### config.mk
export PLATFORM = sky130hd
export DESIGN_NAME = ram_port_arbiter
export DESIGN_NICKNAME = d
export VERILOG_FILES = /design/src/rtl/ram_port_arbiter.sv
export SDC_FILE = /design/constraint.sdc
export NUM_CORES = 1
export LEC_CHECK = 0
export ABC_AREA = 1
export BUFFER_PORTS_ARGS = -buffer_cell sky130_fd_sc_hd__buf_2
export CAP_MARGIN = 20
export CELL_PAD_IN_SITES_DETAIL_PLACEMENT = 1
export CELL_PAD_IN_SITES_GLOBAL_PLACEMENT = 2
export CORE_UTILIZATION = 25
export DETAILED_ROUTE_END_ITERATION = 12
export HOLD_SLACK_MARGIN = 0.1
export PLACE_DENSITY_LB_ADDON = 0.1
export SYNTH_ARGS = -nofsm -noshare
export SYNTH_HDL_FRONTEND = slang
export SYNTH_SLANG_ARGS = --single-unit
### constraint.sdc
create_clock -name clk -period 2.6 [get_ports clk]
set_input_delay 0.13 -clock clk [delete_from_list [all_inputs] [get_ports clk]]
set_output_delay 0.13 -clock clk [all_outputs]
set_load 0.05 [all_outputs]
### src/rtl/ram_port_arbiter.sv
// rtl/ram_port_arbiter.sv - two-port round-robin front end for a single-port-per-direction RAM
// Zero-fills the RAM after reset, then issues one granted access per cycle and steers read data back.
module ram_port_arbiter #(
  parameter int ADDR_WIDTH = 4,
  parameter int DATA_WIDTH = 8,
  parameter int RD_LAT     = 1,
  parameter int INIT_EN    = 1
) (
  input  logic                  clk,
  input  logic                  rst,
  input  logic                  req0,
  input  logic                  req1,
  input  logic                  we0,
  input  logic                  we1,
  input  logic [ADDR_WIDTH-1:0] addr0,
  input  logic [ADDR_WIDTH-1:0] addr1,
  input  logic [DATA_WIDTH-1:0] wdata0,
  input  logic [DATA_WIDTH-1:0] wdata1,
  output logic                  gnt0,
  output logic                  gnt1,
  output logic                  rvalid0,
  output logic                  rvalid1,
  output logic [DATA_WIDTH-1:0] rdata0,
  output logic [DATA_WIDTH-1:0] rdata1,
  output logic                  init_done,
  output logic                  ram_wr_enb,
  output logic [ADDR_WIDTH-1:0] ram_wr_addr,
  output logic [DATA_WIDTH-1:0] ram_wr_data,
  output logic                  ram_rd_enb,
  output logic [ADDR_WIDTH-1:0] ram_rd_addr,
  input  logic [DATA_WIDTH-1:0] ram_rd_data
);

  localparam int DEPTH = 2 ** ADDR_WIDTH;
  // One extra counter bit so the last address compares cleanly instead of wrapping to 0.
  localparam logic [ADDR_WIDTH:0] LAST_ADDR = (ADDR_WIDTH + 1)'(DEPTH - 1);

  typedef enum logic {S_INIT, S_RUN} state_t;

  state_t                  state;
  state_t                  state_nxt;
  logic [ADDR_WIDTH:0]     init_cnt;
  logic                    last_gnt;
  logic                    rd_id;
  logic [RD_LAT-1:0]       pipe_v;
  logic [RD_LAT-1:0]       pipe_id;
  logic                    sel_we;
  logic [ADDR_WIDTH-1:0]   sel_addr;
  logic [DATA_WIDTH-1:0]   sel_wdata;

  always_comb begin
    state_nxt = state;
    gnt0      = 1'b0;
    gnt1      = 1'b0;
    case (state)
      S_INIT: begin
        if (init_cnt == LAST_ADDR) state_nxt = S_RUN;
      end
      S_RUN: begin
        // On a tie the port that did not win last time gets the slot.
        if (req0 && req1) begin
          gnt0 = last_gnt;
          gnt1 = ~last_gnt;
        end else begin
          gnt0 = req0;
          gnt1 = req1;
        end
      end
      default: state_nxt = S_INIT;
    endcase
  end

  assign sel_we    = gnt1 ? we1    : we0;
  assign sel_addr  = gnt1 ? addr1  : addr0;
  assign sel_wdata = gnt1 ? wdata1 : wdata0;

  always_ff @(posedge clk) begin
    if (rst) begin
      state       <= (INIT_EN != 0) ? S_INIT : S_RUN;
      init_cnt    <= '0;
      last_gnt    <= 1'b1;
      rd_id       <= 1'b0;
      init_done   <= 1'b0;
      ram_wr_enb  <= 1'b0;
      ram_wr_addr <= '0;
      ram_wr_data <= '0;
      ram_rd_enb  <= 1'b0;
      ram_rd_addr <= '0;
      pipe_v      <= '0;
      pipe_id     <= '0;
    end else begin
      state      <= state_nxt;
      ram_wr_enb <= 1'b0;
      ram_rd_enb <= 1'b0;
      if (state == S_INIT) begin
        ram_wr_enb  <= 1'b1;
        ram_wr_addr <= init_cnt[ADDR_WIDTH-1:0];
        ram_wr_data <= '0;
        init_cnt    <= init_cnt + (ADDR_WIDTH + 1)'(1);
      end else if (gnt0 || gnt1) begin
        last_gnt <= gnt1;
        if (sel_we) begin
          ram_wr_enb  <= 1'b1;
          ram_wr_addr <= sel_addr;
          ram_wr_data <= sel_wdata;
        end else begin
          ram_rd_enb  <= 1'b1;
          ram_rd_addr <= sel_addr;
          rd_id       <= gnt1;
        end
      end
      if (state_nxt == S_RUN) init_done <= 1'b1;
      // Tracks each issued read until its data emerges RD_LAT cycles later.
      pipe_v[0]  <= ram_rd_enb;
      pipe_id[0] <= rd_id;
      for (int i = 1; i < RD_LAT; i++) begin
        pipe_v[i]  <= pipe_v[i-1];
        pipe_id[i] <= pipe_id[i-1];
      end
    end
  end

  assign rvalid0 = pipe_v[RD_LAT-1] & ~pipe_id[RD_LAT-1];
  assign rvalid1 = pipe_v[RD_LAT-1] &  pipe_id[RD_LAT-1];
  assign rdata0  = ram_rd_data;
  assign rdata1  = ram_rd_data;

endmodule

==> flow_summary.ini <==
[synth]
netlist_area_sq_um = 1628
synth_top_cell_by_area = dfxtp_1
synthCells = 227
ys_seq_area_share_pct = 35.66
yosys_warnings = 0
synthSimpleGateAreaFrac_pct = 35.28
synth_top_area_share_pct = 35.66
synth-edff-count = 0
synth_ff_type = dfxtp_1
synth_mux_area_share_pct = 0
synth_fa_ha_area_share_pct = 1.537
synth_fp_nets = 267
synth_seq_cells = 29
synth_cell_types = 25
synth_top_family_by_area = simple AND/OR/NAND/NOR gates
netlist_top_cells_area = dfxtp_1 36%, nand2_1 13%, buf_4 7.8%, inv_1 7.1%, nor2_1 6.0%
synth_compound_area_share_pct = 7.302
syn_avg_cell_area_sq_um = 7.171
synth_xor_area_share_pct = 0
postSynth.asyncResetShare_pct = 0

[cts]
cts_tree = built
cts_buffers = 5
cts.sinks = 29
clk_latency_ns = 0.28
cts_setup_buffers = 0
cts_root_buf = clkbuf_8
cts_hold_buf = 0
clk_pin_slew_ns = 0.07
cts_buffer_depth = 2
cts_resized = 0
htree_num_levels = 2

[timing]
timing.fmax_mhz = 655.1
setup_viol = 0
drv_slew = 0
relSlewSlack_pct = 63.26
fin_skew_ns = 0.004555
tns_ns = 0
fin_crit_ns = 1.527
finalHoldViolCount = 0
holdWs_ns = 0.1667
post-route-period-util_pct = 58.71
rsz0062_at_grt = no
tightest_slew_ns = 0.5491

[die]
placementRows = 29
die_w_microns = 82.69
fp.dieH_microns = 82.69
die_area_sq_um = 6838
core_area_sq_um = 6314
ios = 77
start_util_pct = 25.78

[global_route]
busiest_layer = met2
antenna_found_initial = 0
grt_util_met1_pct = 15.30
grt_use_total_pct = 12.72
grt_pass1_wl_microns = 6410
grt_overflow = 0
met2_usage_pct = 21.31
grtUsageMet3_pct = 3.187
first_global_vias = 1384
grt_max_degree = 23

[layout]
drive_gt1_share_pct = 32.83
mostFrequentLayoutCells = 55 x nand2_1, 52 x buf_2, 31 x inv_1
nets = 304
area_growth_pct = 16.06
final_core_util_pct = 29.92
final_common_cell = nand2_1
diodes = 0

[power_and_ir_drop]
p_int_uw = 667.8
combPwrFrac_pct = 8.9
power.total_uw = 908.3
p_sw_uw = 240.5
pwr-share-seq_pct = 50.3
peakVddDrop_v = 0.0002244
netSwitchingFraction_pct = 26.47
power.density_nw_per_um2 = 480.8
leakagePower_nw = 0.9672
clkPwrFrac_pct = 40.8

[drt]
routed_wl_microns = 3986
ant_nets = 0
drtIter0Drc = 22
route.detailed.drc = 0
vias = 1428
vias_per_cell = 4.175
wl_per_cell_microns = 11.65
drtPass1Iterations = 2

[worst_hold_path]
hold_start = wdata1[5]
holdPathStages = 5
hold_class = in -> reg
min_to = ram_wr_data[5]

[job]
maxCapViolCount = 0

[worst_setup_path]
arrival_ns = 1.75
critical_path_required_ns = 2.83
endpoint_kind = flip-flop
r2r-end = ram_wr_data[2]
reg2reg_setup_slack_ns = 1.07
critPathKind = reg -> reg
start_kind = flip-flop
cp_max_fo = 15
r2r_cells = 5
reg2reg_from = state

[run_status]
status = finished clean

[placed_design]
hpwl_microns = 3087
portBuffers = 52
globalplace.congestion = 0.7059
per-stage QoR:
step / cells / setup WS (ns) / instance area [sq um]
5_1_grt: 342 / 0.8655 / 1889
4_1_cts: 342 / 1.016 / 1889
2_1_floorplan: 227 / 1.200 / 1628
3_3_place_gp: 334 / 1.078 / 1803
3_5_place_dp: 334 / 1.034 / 1803
6_report: 342 / 1.073 / 1889
how the worst max path moves through the flow:
stage	start	to	slack, ns	cells past startpoint
final	state	ram_wr_data[2]	1.07	5
after global routing	state	ram_wr_data[3]	0.87	5
after CTS	state	ram_wr_data[2]	1.02	5
after detailed placement	state	ram_wr_data[2]	1.03	5
after global placement	state	ram_wr_addr[1]	1.08	8
after floorplan	state	gnt0	1.20	3
cell type report:
class                      count  area [sq um]
clock buffer                   5         68.82
fill                         831          4424
inverter                      34         140.1
tap                           77         96.34
timing repair buffer          53         267.8
multi-input combinational    141         718.2
sequential                    29         580.6
clock inverter                 3         17.52
worst max-delay path, cell delays in order, from the launching register on:
cell	delay [ns]
dfxtp_1	0.39
buf_4	0.25
inv_2	0.12
nor2_1	0.44
o21ai_1	0.15
nor2_1	0.10
Yosys cell counts, types with 4 or more instances:
master,count
nand2_1,55
inv_1,31
dfxtp_1,29
nor2_1,26
buf_4,17
nand2_2,11
a21oi_1,10
nand3_1,9
o21ai_0,5
nand3_2,4
nand4_1,4
nor3_1,4
per-layer routing:
layer | share of wire, % | vias to the layer above
met2 | 45 | 38
met3 | 5.9 | 7
met5 | 0 | -
met1 | 47 | 630
li1 | - | 753
met4 | 1.7 | 0
power groups by stage:
stage	combinational [mW]	clock, mW	sequential (mW)
2_1_floorplan	0.102	0	0.478
3_3_place_gp	0.0816	0	0.468
3_5_place_dp	0.0821	0	0.467
4_1_cts	0.0825	0.385	0.457
5_1_grt	0.0917	0.406	0.458
6_report	0.0806	0.370	0.457
cells by family (layout without fill, tap and decap cells):
| logic type | after synthesis | after routing |
|---|---|---|
| AO/OA/AOI/OAI | 21 | 21 |
| AND/OR/NAND/NOR | 118 | 118 |
| adder cells (fa/ha/maj) | 2 | 2 |
| flip-flops | 29 | 29 |
| buffers and inverters | 57 | 95 |
sequential cells by signal, summed over array words and instances (netlist names):
register     count
pipe_id          1
last_gnt         1
ram_rd_addr      4
ram_wr_addr      4
init_cnt         5
init_done        1
rd_id            1
ram_rd_enb       1
pipe_v           1
ram_wr_data      8
state            1
ram_wr_enb       1
No activity file was read; power rests on OpenSTA's default activity.
